==> src/rtl/axi_reg_slice.sv <==
// axi_reg_slice: AXI4-full register slice. Every channel (AW, W, AR forward;
// B, R reverse) passes through an independent 2-entry skid buffer, so no
// combinational path crosses the slice and every output, READY included,
// comes straight from a flop. Sustains one beat per cycle per channel.
//
// Ports:
//   aclk, areset    clock, synchronous active-high reset
//   S_AXI_*         slave side, faces the upstream master
//   M_AXI_*         master side, drives the downstream slave
//                   (same signal set and widths as S_AXI_*, directions flipped)

// axi_reg_slice_skid: one channel's 2-entry skid buffer.
//   in_valid/in_ready/in_data     upstream handshake and payload
//   out_valid/out_ready/out_data  downstream handshake and payload
module axi_reg_slice_skid #(
    parameter int W = 32
) (
    input  logic         clk,
    input  logic         rst,
    input  logic         in_valid,
    output logic         in_ready,
    input  logic [W-1:0] in_data,
    output logic         out_valid,
    input  logic         out_ready,
    output logic [W-1:0] out_data
);
    // Encoding chosen so state[0] is main_v and state[1] is skid_v.
    typedef enum logic [1:0] {
        EMPTY = 2'b00,
        ONE   = 2'b01,
        FULL  = 2'b11
    } state_t;

    state_t       state;
    logic         rdy_q;
    logic [W-1:0] main_d;
    logic [W-1:0] skid_d;
    logic         acc;
    logic         pop;

    assign acc       = in_valid & rdy_q;
    assign pop       = state[0] & out_ready;
    assign in_ready  = rdy_q;
    assign out_valid = state[0];
    assign out_data  = main_d;

    // rdy_q tracks "skid will be empty after this edge", but is held low
    // through reset so READY only rises on the first edge after release.
    // Data registers are deliberately left out of reset.
    always_ff @(posedge clk) begin
        case (state)
            EMPTY: begin
                rdy_q <= 1'b1;
                if (acc) begin
                    main_d <= in_data;
                    state  <= ONE;
                end
            end
            ONE: begin
                rdy_q <= 1'b1;
                if (acc && pop) begin
                    main_d <= in_data;
                end else if (acc) begin
                    skid_d <= in_data;
                    state  <= FULL;
                    rdy_q  <= 1'b0;
                end else if (pop) begin
                    state <= EMPTY;
                end
            end
            FULL: begin
                // in_ready is low here, so only a pop can happen
                rdy_q <= pop;
                if (pop) begin
                    main_d <= skid_d;
                    state  <= ONE;
                end
            end
            default: begin
                state <= EMPTY;
                rdy_q <= 1'b0;
            end
        endcase
        if (rst) begin
            state <= EMPTY;
            rdy_q <= 1'b0;
        end
    end
endmodule

module axi_reg_slice #(
    parameter int C_S_AXI_DATA_WIDTH = 64,
    parameter int C_S_AXI_ADDR_WIDTH = 7
) (
    input  logic                            aclk,
    input  logic                            areset,
    // S side: write address
    input  logic [C_S_AXI_ADDR_WIDTH-1:0]   S_AXI_AWADDR,
    input  logic [7:0]                      S_AXI_AWLEN,
    input  logic [2:0]                      S_AXI_AWSIZE,
    input  logic [1:0]                      S_AXI_AWBURST,
    input  logic                            S_AXI_AWLOCK,
    input  logic [3:0]                      S_AXI_AWCACHE,
    input  logic [2:0]                      S_AXI_AWPROT,
    input  logic [3:0]                      S_AXI_AWQOS,
    input  logic                            S_AXI_AWVALID,
    output logic                            S_AXI_AWREADY,
    // S side: write data
    input  logic [C_S_AXI_DATA_WIDTH-1:0]   S_AXI_WDATA,
    input  logic [C_S_AXI_DATA_WIDTH/8-1:0] S_AXI_WSTRB,
    input  logic                            S_AXI_WLAST,
    input  logic                            S_AXI_WVALID,
    output logic                            S_AXI_WREADY,
    // S side: write response
    output logic [1:0]                      S_AXI_BRESP,
    output logic                            S_AXI_BVALID,
    input  logic                            S_AXI_BREADY,
    // S side: read address
    input  logic [C_S_AXI_ADDR_WIDTH-1:0]   S_AXI_ARADDR,
    input  logic [7:0]                      S_AXI_ARLEN,
    input  logic [2:0]                      S_AXI_ARSIZE,
    input  logic [1:0]                      S_AXI_ARBURST,
    input  logic                            S_AXI_ARLOCK,
    input  logic [3:0]                      S_AXI_ARCACHE,
    input  logic [2:0]                      S_AXI_ARPROT,
    input  logic [3:0]                      S_AXI_ARQOS,
    input  logic                            S_AXI_ARVALID,
    output logic                            S_AXI_ARREADY,
    // S side: read data
    output logic [C_S_AXI_DATA_WIDTH-1:0]   S_AXI_RDATA,
    output logic [1:0]                      S_AXI_RRESP,
    output logic                            S_AXI_RLAST,
    output logic                            S_AXI_RVALID,
    input  logic                            S_AXI_RREADY,
    // M side: write address
    output logic [C_S_AXI_ADDR_WIDTH-1:0]   M_AXI_AWADDR,
    output logic [7:0]                      M_AXI_AWLEN,
    output logic [2:0]                      M_AXI_AWSIZE,
    output logic [1:0]                      M_AXI_AWBURST,
    output logic                            M_AXI_AWLOCK,
    output logic [3:0]                      M_AXI_AWCACHE,
    output logic [2:0]                      M_AXI_AWPROT,
    output logic [3:0]                      M_AXI_AWQOS,
    output logic                            M_AXI_AWVALID,
    input  logic                            M_AXI_AWREADY,
    // M side: write data
    output logic [C_S_AXI_DATA_WIDTH-1:0]   M_AXI_WDATA,
    output logic [C_S_AXI_DATA_WIDTH/8-1:0] M_AXI_WSTRB,
    output logic                            M_AXI_WLAST,
    output logic                            M_AXI_WVALID,
    input  logic                            M_AXI_WREADY,
    // M side: write response
    input  logic [1:0]                      M_AXI_BRESP,
    input  logic                            M_AXI_BVALID,
    output logic                            M_AXI_BREADY,
    // M side: read address
    output logic [C_S_AXI_ADDR_WIDTH-1:0]   M_AXI_ARADDR,
    output logic [7:0]                      M_AXI_ARLEN,
    output logic [2:0]                      M_AXI_ARSIZE,
    output logic [1:0]                      M_AXI_ARBURST,
    output logic                            M_AXI_ARLOCK,
    output logic [3:0]                      M_AXI_ARCACHE,
    output logic [2:0]                      M_AXI_ARPROT,
    output logic [3:0]                      M_AXI_ARQOS,
    output logic                            M_AXI_ARVALID,
    input  logic                            M_AXI_ARREADY,
    // M side: read data
    input  logic [C_S_AXI_DATA_WIDTH-1:0]   M_AXI_RDATA,
    input  logic [1:0]                      M_AXI_RRESP,
    input  logic                            M_AXI_RLAST,
    input  logic                            M_AXI_RVALID,
    output logic                            M_AXI_RREADY
);
    localparam int AXW = C_S_AXI_ADDR_WIDTH + 25;
    localparam int WW  = C_S_AXI_DATA_WIDTH + C_S_AXI_DATA_WIDTH/8 + 1;
    localparam int BW  = 2;
    localparam int RW  = C_S_AXI_DATA_WIDTH + 3;

    logic [AXW-1:0] aw_out;
    logic [WW-1:0]  w_out;
    logic [BW-1:0]  b_out;
    logic [AXW-1:0] ar_out;
    logic [RW-1:0]  r_out;

    axi_reg_slice_skid #(.W(AXW)) u_aw (
        .clk(aclk), .rst(areset),
        .in_valid(S_AXI_AWVALID), .in_ready(S_AXI_AWREADY),
        .in_data({S_AXI_AWQOS, S_AXI_AWPROT, S_AXI_AWCACHE, S_AXI_AWLOCK,
                  S_AXI_AWBURST, S_AXI_AWSIZE, S_AXI_AWLEN, S_AXI_AWADDR}),
        .out_valid(M_AXI_AWVALID), .out_ready(M_AXI_AWREADY), .out_data(aw_out)
    );
    assign {M_AXI_AWQOS, M_AXI_AWPROT, M_AXI_AWCACHE, M_AXI_AWLOCK,
            M_AXI_AWBURST, M_AXI_AWSIZE, M_AXI_AWLEN, M_AXI_AWADDR} = aw_out;

    axi_reg_slice_skid #(.W(WW)) u_w (
        .clk(aclk), .rst(areset),
        .in_valid(S_AXI_WVALID), .in_ready(S_AXI_WREADY),
        .in_data({S_AXI_WLAST, S_AXI_WSTRB, S_AXI_WDATA}),
        .out_valid(M_AXI_WVALID), .out_ready(M_AXI_WREADY), .out_data(w_out)
    );
    assign {M_AXI_WLAST, M_AXI_WSTRB, M_AXI_WDATA} = w_out;

    axi_reg_slice_skid #(.W(BW)) u_b (
        .clk(aclk), .rst(areset),
        .in_valid(M_AXI_BVALID), .in_ready(M_AXI_BREADY),
        .in_data(M_AXI_BRESP),
        .out_valid(S_AXI_BVALID), .out_ready(S_AXI_BREADY), .out_data(b_out)
    );
    assign S_AXI_BRESP = b_out;

    axi_reg_slice_skid #(.W(AXW)) u_ar (
        .clk(aclk), .rst(areset),
        .in_valid(S_AXI_ARVALID), .in_ready(S_AXI_ARREADY),
        .in_data({S_AXI_ARQOS, S_AXI_ARPROT, S_AXI_ARCACHE, S_AXI_ARLOCK,
                  S_AXI_ARBURST, S_AXI_ARSIZE, S_AXI_ARLEN, S_AXI_ARADDR}),
        .out_valid(M_AXI_ARVALID), .out_ready(M_AXI_ARREADY), .out_data(ar_out)
    );
    assign {M_AXI_ARQOS, M_AXI_ARPROT, M_AXI_ARCACHE, M_AXI_ARLOCK,
            M_AXI_ARBURST, M_AXI_ARSIZE, M_AXI_ARLEN, M_AXI_ARADDR} = ar_out;

    axi_reg_slice_skid #(.W(RW)) u_r (
        .clk(aclk), .rst(areset),
        .in_valid(M_AXI_RVALID), .in_ready(M_AXI_RREADY),
        .in_data({M_AXI_RLAST, M_AXI_RRESP, M_AXI_RDATA}),
        .out_valid(S_AXI_RVALID), .out_ready(S_AXI_RREADY), .out_data(r_out)
    );
    assign {S_AXI_RLAST, S_AXI_RRESP, S_AXI_RDATA} = r_out;
endmodule

==> config.mk <==
export PLATFORM = sky130hd
export DESIGN_NAME = axi_reg_slice
export DESIGN_NICKNAME = d
export VERILOG_FILES = /design/src/rtl/axi_reg_slice.sv
export SDC_FILE = /design/constraint.sdc
export NUM_CORES = 1
export LEC_CHECK = 0
export CAP_MARGIN = 5
export CORE_ASPECT_RATIO = 0.6
export CORE_UTILIZATION = 48
export DETAILED_ROUTE_END_ITERATION = 6
export PLACE_DENSITY = 0.79
export SLEW_MARGIN = 40
export SYNTH_ARGS = -nofsm -noshare
export SYNTH_HDL_FRONTEND = slang
export SYNTH_HIERARCHICAL = 1
export SYNTH_SLANG_ARGS = --single-unit
==> constraint.sdc <==
create_clock -name aclk -period 6.5 [get_ports aclk]
set_input_delay 1.95 -clock aclk [delete_from_list [all_inputs] [get_ports aclk]]
set_output_delay 1.95 -clock aclk [all_outputs]
set_load 0.05 [all_outputs]
==> results.toml, run 1 <==
[setup_path]
cp_data_required_time_ns = 4.55
path_delay_family = "buffers and inverters"
r2r_end = "u_r/out_data[45]$_DFFE_PP_"
cp_max_fo = 10
crit_arrival_ns = 2.01
path_class = "flip-flop to output port"
slowest_stage = "clkdlybuf4s50_1"
worstRegToRegCells = 6
startpoint_type = "flip-flop"
end_kind = "output port"
path_cells = "clkdlybuf4s50_1"
slowest_delay_ns = 0.90
ff2ff_setup_slack_ns = 3.93
regToRegStartpoint = "u_r/state[0]$_SDFFE_PP0P_"
worst-path-buf-inv = 1

[synthesis]
synth.ff_latch_count = 427
syn_area_per_cell_um2 = 20.1
synth_cell_types = 29
syn-num-nets = 1044
syn-cell-area_mm2 = 0.0161
synth_cells = 801
yosys_warnings = 6
yosysSeqAreaShare = 0.785

[grt]
grt_usage = 0.209
grt_pass1_vias = 9322
grt_overflow = 0
grt_max_degree = 57
antenna_found_initial = 7
grt_first_pass_wirelength_um = 53900

[timing]
rsz0062_at_grt = "false"
slew_violations = 0
tightestPinTransition_ns = 0.799
fin_tns_setup_ns = 0
skew_ns = 0.0185
min_period_ns = 3.96
setup_viol = 0
hold_violations = 0
max-slew-margin-rel = 0.468
fin_crit_sh = 0.609
fmax_mhz = 253

[power_and_ir_drop]
power_switching_share = 0.345
p_sw_w = 0.00312
power_frac_seq = 0.422
ir_drop_mv = 0.258
p_int_w = 0.00592
p_comb_frac = 0.311
p_per_area_mw_per_mm2 = 401
fin_total_pwr_w = 0.00904
p_leak_nw = 7.50
pwr-share-clk = 0.267

[placed_design]
routabilityCongestion = 0.864
dp_hpwl_um = 25700
port_buffers = 433

[cts]
cts-root-buf = "clkbuf_16"
clk_pin_slew_ns = 0.06
insertion_delay_ns = 0.54
clock-sinks = 427
clockBufferDepth = 3
cts_setup_buffers = 0
ctsHoldBuffers = 0
cts_tree = "yes"
cts.repair.resized = 0
cts_buffers = 40
htreeDepth = 2

[die]
io_pins = 434
rows = 51
fp.dieArea_mm2 = 0.0344
start_util = 0.493
die_h_um = 144
core_mm2 = 0.0327
die_x_um = 239

[hold_path]
min-delay-path-class = "flip-flop to flip-flop"
hold_start = "u_ar/state[1]$_SDFFE_PP0P_"
hold_depth = 2
min_to = "u_ar/state[1]$_SDFFE_PP0P_"

[route]
vias = 8948
drtAntennaViolNets = 0
detail_route.wl_per_cell_um = 21.1
vias_per_cell = 5.11
drtPass1Iterations = 5
drc = 0
drt_wl_total_um = 37000
drtIter0Drc = 556

[cells_and_area]
drive_gt1_frac = 0.232
final_common_cell = "clkdlybuf4s50_1"
mostFrequentLayoutCells = "clkdlybuf4s50_1 (432), edfxtp_1 (412), mux2_2 (206)"
syn2layout_area_growth_pct = 39.5
nets = 1509

[run_status]
run_status = "complete, no violations"

[run]
maxCapViolations = 0
synthesized netlist by cell type:
master	n	area, um2
dfxtp_1	15	300
o22ai_1	1	6.26
clkbuf_1	12	45.0
a22o_1	4	35.0
inv_1	10	37.5
buf_2	11	55.1
o21a_1	4	30.0
nand2_2	4	25.0
nand2_1	12	45.0
o21ai_0	13	65.1
ha_1	25	313
mux2_2	206	2320
buf_1	1	3.75
a21oi_1	9	45.0
nor2_1	17	63.8
a211o_1	7	61.3
a22oi_2	1	12.5
or2b_2	1	8.76
and4_1	4	35.0
a311oi_1	5	43.8
or4_1	4	30.0
and4_2	5	50.1
o31ai_1	4	30.0
and2_1	1	6.26
edfxtp_1	412	12400
o41ai_2	1	16.3
o21ai_2	2	17.5
a22oi_1	5	37.5
nand3_1	5	25.0
per-stage QoR:
step / hold WS [ns] / setup WS (ns) / cell area (um2) / cells / utilization
after detailed placement: 0.512 / 2.25 / 21200 / 1674 / 0.646
after global placement: 0.509 / 2.08 / 21000 / 1668 / 0.643
after global routing: 0.545 / 2.48 / 22500 / 1751 / 0.688
after CTS: 0.521 / 2.50 / 22500 / 1747 / 0.687
after floorplan: 0.476 / 0.635 / 16100 / 801 / -
final: 0.517 / 2.54 / 22500 / 1752 / 0.688
area by class of cell:
| class | count | area, um2 |
|---|---|---|
| Clock buffer | 52 | 1070 |
| Fill cell | 2109 | 10200 |
| Antenna cell | 5 | 12.5 |
| Multi-Input combinational cell | 340 | 3370 |
| Clock inverter | 21 | 274 |
| Sequential cell | 427 | 12700 |
| Timing Repair Buffer | 447 | 4520 |
| Inverter | 10 | 37.5 |
| Tap cell | 450 | 563 |
state kept, by name, summed over array words and instances (netlist names), 2 cells and up:
name and count:
u_ar/skid_d 32, u_aw/out_data 32, u_aw/skid_d 32, u_w/state 2, u_b/skid_d 2, u_aw/state 2, u_r/out_data 67, u_b/out_data 2
u_w/skid_d 73, u_ar/state 2, u_b/state 2, u_r/skid_d 67, u_r/state 2, u_ar/out_data 32, u_w/out_data 73
worst max path at each step:
stage,start,end,slack [ns],cells after the start
floorplan,M_AXI_WREADY,u_w/out_data[0]$_DFFE_PP_,0.64,3
global placement,S_AXI_RREADY,u_r/out_data[10]$_DFFE_PP_,2.08,5
detailed placement,S_AXI_RREADY,u_r/out_data[0]$_DFFE_PP_,2.25,6
CTS,u_w/state[0]$_SDFFE_PP0P_,M_AXI_WVALID,2.50,1
global route,u_r/state[0]$_SDFFE_PP0P_,S_AXI_RVALID,2.48,1
finish,u_w/state[0]$_SDFFE_PP0P_,M_AXI_WVALID,2.54,1
power by group through the flow:
stage,Clock (W),Combinational [W],Sequential [W]
2_1_floorplan,0,0.000447,0.00515
3_3_place_gp,0,0.00278,0.00386
3_5_place_dp,0,0.00282,0.00386
4_1_cts,0.00246,0.00283,0.00382
5_1_grt,0.00257,0.00292,0.00386
6_report,0.00241,0.00281,0.00381
kinds of logic after synthesis:
family,synth area share
fa+ha+maj,0.0194
mux,0.144
compound gates,0.0248
flops,0.785
simple gates,0.0179
buf+inv,0.00876
layer usage:
layer  vias up  wire [um]  share of wire  global-route usage
li1       4133          -              -                   -
met1      4403      15000           0.41               0.262
met2       334      17600           0.48               0.334
met3        72       3240          0.088              0.0767
met4         6       1100          0.030              0.0810
met5         -         34        0.00092                   0
Power figures use the tool's default switching activity.
==> inputs of run 2 (changes only) <==
clock period = 3.86 ns   (was 6.5 ns; I/O delays follow)
==> run 2 against run 1 <==
Critical endpoint unchanged. Critical path type unchanged. Clock skew down 0.0032 ns. Sequential share of layout area is 0.36 points higher. Sequential cell count unchanged. Worst setup slack worse by 1.9 ns. Sequential power is 69% higher. Global-route usage is 0.85 points higher. Clock power rose by 56%. Cell count shrank 0.40%. Utilization down 0.43 points. Non-clock buffer count decreased by 1. Hold slack better by 0.026 ns. Register-to-register slack worse by 2.5 ns.
==> results.toml, run 2 (synthesis results as in run 1) <==
[run_status]
run_status = "complete, no violations"

[setup_path]
slowest_delay_ns = 0.94
path_delay_family = "buffers and inverters"
end_kind = "output port"
cp_max_fo = 10
path_class = "flip-flop to output port"
cp_data_required_time_ns = 2.70
worst-path-buf-inv = 1
slowest_stage = "clkdlybuf4s50_1"
crit_arrival_ns = 2.06
startpoint_type = "flip-flop"
path_cells = "clkdlybuf4s50_1"

[timing]
min_period_ns = 3.22
skew_ns = 0.0153
fmax_mhz = 311
fin_crit_sh = 0.834
hold_violations = 0
rsz0062_at_grt = "false"
setup_viol = 0
slew_violations = 0
fin_ws_ns = 0.642
max-slew-margin-rel = 0.489
fin_tns_setup_ns = 0
tightestPinTransition_ns = 0.766

[route]
drc = 0
drtIter0Drc = 507
drtAntennaViolNets = 0
detail_route.wl_per_cell_um = 22.0
drtPass1Iterations = 6
vias = 9033
vias_per_cell = 5.18
drt_wl_total_um = 38400

[cells_and_area]
final_common_cell = "clkdlybuf4s50_1"
syn2layout_area_growth_pct = 38.6
nFillCells = 2129
mostFrequentLayoutCells = "clkdlybuf4s50_1 (432), edfxtp_1 (412), mux2_2 (206)"
final_area_mm2 = 0.0224
drive_gt1_frac = 0.229
fin_util = 0.683
nets = 1507

[grt]
grt_usage = 0.218
grt_overflow = 0
antenna_found_initial = 5
grt_max_degree = 68
grt_first_pass_wirelength_um = 55900
grt_pass1_vias = 9246

[power_and_ir_drop]
p_per_area_mw_per_mm2 = 669
p_leak_nw = 7.45
ir_drop_mv = 0.362

[cts]
clockBufferDepth = 3
cts.repair.resized = 0
clk_pin_slew_ns = 0.06
cts_setup_buffers = 0
clock-sinks = 427
cts_buffers = 39
ctsHoldBuffers = 0
cts-root-buf = "clkbuf_16"
cts_tree = "yes"
htreeDepth = 2
insertion_delay_ns = 0.54

[placed_design]
post-place-ws_ns = 0.868
routabilityCongestion = 0.861
placed_area_mm2 = 0.0211
dp_hpwl_um = 27000
port_buffers = 433

[die]
start_util = 0.493
core_mm2 = 0.0327
die_h_um = 144
io_pins = 434
die_x_um = 239
rows = 51
fp.dieArea_mm2 = 0.0344

[run]
maxCapViolations = 0

[hold_path]
min-delay-path-class = "flip-flop to flip-flop"
-- run 2: changes by cell type in the layout (fill, tap and decap cells not counted), moves of 2 or more --
cell        change
clkinv_1        +4
clkbuf_1        -3
clkinvlp_4      -3
bufinv_16       -2
clkbuf_16       -2
ha_2            +2
inv_6           +2
-- run 2: cell type report --
type	count	area (um2)	share of cell area
flip-flops and latches	427	12700	0.566
repair buffers	446	4500	0.201
multi-input cells	340	3370	0.151
clock buffers	47	1010	0.0450
well taps	450	563	0.0252
clock inverters	21	213	0.00951
inverters	10	37.5	0.00168
diodes	4	10.0	0.000447
-- run 2: path summary, 6_finish.rpt --
path / slack, ns / from / endpoint / cells past startpoint
setup / recovery: 0.64 / u_w/state[0]$_SDFFE_PP0P_ / M_AXI_WVALID / 1
hold / removal: 0.54 / u_w/skid_d[42]$_DFFE_PP_ / u_w/out_data[42]$_DFFE_PP_ / 1
setup reg to reg: 1.46 / u_w/state[0]$_SDFFE_PP0P_ / u_w/out_data[72]$_DFFE_PP_ / 3
hold reg to reg: 0.54 / u_w/skid_d[42]$_DFFE_PP_ / u_w/out_data[42]$_DFFE_PP_ / 1
-- run 2: metrics by stage --
stage / cells / hold slack (ns) / power (W)
after CTS: 1741 / 0.542 / 0.0151
final: 1745 / 0.544 / 0.0150
after global routing: 1743 / 0.553 / 0.0155
after detailed placement: 1673 / 0.528 / 0.0113
after floorplan: 801 / 0.476 / 0.00940
after global placement: 1673 / 0.511 / 0.0112
-- run 2: layer usage --
layer	up-vias	routed length [um]	track usage	share of wire
met5	-	24	0	0.00062
met2	349	18500	0.355	0.48
met1	4485	15600	0.275	0.41
li1	4140	-	-	-
met4	4	649	0.0570	0.017
met3	55	3670	0.0815	0.095
-- run 2: where the power goes --
group	leakage [nW]	internal, W	switching [W]
Clock	0.602	0.00213	0.00163
Combinational	2.93	0.00146	0.00332
Sequential	3.92	0.00614	0.000284
==> inputs of run 3 (changes only) <==
CORE_UTILIZATION = 44   (was 48)
PLACE_DENSITY = 0.77   (was 0.79)
clock period = 2.59 ns   (was 3.86 ns; I/O delays follow)
==> run 3 against run 2 <==
Via count shrank 0.41%. Sequential share of layout area is 0.25 points lower. Hold slack got worse by 0.015 ns. Combinational power increased by 51%. Sequential cell count stayed put. Worst setup slack got worse by 0.55 ns. Global-route usage is 2.4 points lower. Non-clock buffer count grew 6. Count of clock-buffer cells in the layout rose by 5. Utilization decreased by 5.1 points. Critical path type unchanged. Largest power group unchanged.
==> results.toml, run 3 (synthesis results as in run 1) <==
[setup_path]
path_cells = "clkdlybuf4s50_1"
startpoint_type = "flip-flop"
slowest_stage = "clkdlybuf4s50_1"
worstRegToRegCells = 5
ff2ff_setup_slack_ns = 0.65
regToRegStartpoint = "u_aw/state[0]$_SDFFE_PP0P_"
path_delay_family = "buffers and inverters"
end_kind = "output port"
cp_max_fo = 1
r2r_end = "u_aw/state[1]$_SDFFE_PP0P_"
path_class = "flip-flop to output port"
cp_data_required_time_ns = 1.81
crit_arrival_ns = 1.72
slowest_delay_ns = 0.85
worst-path-buf-inv = 1
startpoint = "u_w/out_data[58]$_DFFE_PP_"

[route]
drc = 0
drt_wl_total_um = 37000
drtIter0Drc = 530
vias = 8996
drtAntennaViolNets = 0
drtPass1Iterations = 7
detail_route.wl_per_cell_um = 21.0
vias_per_cell = 5.09

[cts]
ctsHoldBuffers = 0
clk_pin_slew_ns = 0.06
cts-root-buf = "clkbuf_16"
htreeDepth = 2
clock-sinks = 427
cts.repair.resized = 4
cts_tree = "yes"
insertion_delay_ns = 0.53
cts_buffers = 39
clockBufferDepth = 3
cts_setup_buffers = 0

[die]
die_h_um = 150
core_mm2 = 0.0355
die_x_um = 249
io_pins = 434
fp.dieArea_mm2 = 0.0375
rows = 53
start_util = 0.454

[timing]
fin_tns_setup_ns = 0
tightestPinTransition_ns = 0.592
max-slew-margin-rel = 0.604
hold_violations = 0
setup_viol = 0
fmax_mhz = 401
min_period_ns = 2.50
skew_ns = 0.0153
fin_crit_sh = 0.963
rsz0062_at_grt = "false"
slew_violations = 0

[cells_and_area]
syn2layout_area_growth_pct = 39.3
nFillCells = 2504
final_common_cell = "clkdlybuf4s50_1"
final_area_mm2 = 0.0225
nets = 1513
fin_util = 0.632
drive_gt1_frac = 0.239
mostFrequentLayoutCells = "clkdlybuf4s50_1 (417), edfxtp_1 (412), mux2_2 (206)"

[grt]
grt_max_degree = 54
grt_usage = 0.193
antenna_found_initial = 3
grt_overflow = 0
grt_pass1_vias = 9322
grt_first_pass_wirelength_um = 55300

[placed_design]
placed_area_mm2 = 0.0213
dp_hpwl_um = 26000
routabilityCongestion = 0.784
port_buffers = 433

[run]
maxCapViolations = 0

[hold_path]
hold_depth = 2
min_to = "u_r/state[1]$_SDFFE_PP0P_"
min-delay-path-class = "flip-flop to flip-flop"
hold_start = "u_r/state[1]$_SDFFE_PP0P_"

[power_and_ir_drop]
p_leak_nw = 7.51
fin_total_pwr_w = 0.0222
ir_drop_mv = 0.665
p_per_area_mw_per_mm2 = 987

[run_status]
run_status = "complete, no violations"
[run 3: cell count changes in the layout (fill, tap and decap cells not counted), moves of 2 or more]
cell             before  now
buf_4                 7   16
dfxtp_1              15   13
clkbuf_16            39   41
clkinv_2              7    3
dlymetal6s2s_1        0    2
bufinv_16             4    1
buf_12                6   13
clkinvlp_4            0    4
clkbuf_1              8   11
dlygate4sd2_1         0    4
clkdlybuf4s50_1     432  417
inv_6                 4    1
[run 3: worst max path at each step]
| stage | cells after the start | end | slack (ns) |
|---|---|---|---|
| final | 1 | M_AXI_WDATA[58] | 0.09 |
| after global routing | 1 | M_AXI_WDATA[58] | 0.01 |
| after CTS | 1 | M_AXI_BREADY | 0.004 |
| after detailed placement | 5 | u_r/out_data[11]$_DFFE_PP_ | 0.1 |
| after global placement | 5 | u_r/out_data[4]$_DFFE_PP_ | 0.16 |
| after floorplan | 3 | u_w/out_data[0]$_DFFE_PP_ | 0.002 |
[run 3: through the flow]
stage                     hold WS (ns)  cells  worst slack (ns)
final                            0.529   1766            0.0948
after global routing             0.560   1765            0.0121
after CTS                        0.524   1763           0.00443
after detailed placement         0.513   1696            0.0983
after global placement           0.517   1696             0.160
after floorplan                  0.476    801           0.00215
[run 3: cell type report]
class / count / area [um2] / share of cell area
Inverter: 10 / 37.5 / 0.00167
Multi-Input combinational cell: 340 / 3380 / 0.151
Clock inverter: 15 / 106 / 0.00473
Sequential cell: 427 / 12700 / 0.564
Antenna cell: 3 / 7.51 / 0.000334
Timing Repair Buffer: 452 / 4610 / 0.205
Tap cell: 467 / 584 / 0.0260
Clock buffer: 52 / 1070 / 0.0475
[run 3: per-layer routing]
| layer | track usage | share of wire |
|---|---|---|
| met3 | 0.0659 | 0.079 |
| met5 | 0 | 0 |
| met2 | 0.320 | 0.50 |
| met1 | 0.244 | 0.41 |
| met4 | 0.0531 | 0.018 |
[run 3: report_power, final]
group          switching (W)  total, W  internal [W]
Sequential          0.000422   0.00956       0.00914
Combinational        0.00494   0.00722       0.00228
Clock                0.00241   0.00541       0.00300
[run 3: worst min-delay path, delay by kind of cell, from the launching register on]
| family | cells | cell delay [ns] |
|---|---|---|
| AOI/OAI and AO/OA | 2 | 0.14 |
| DFF | 1 | 0.34 |
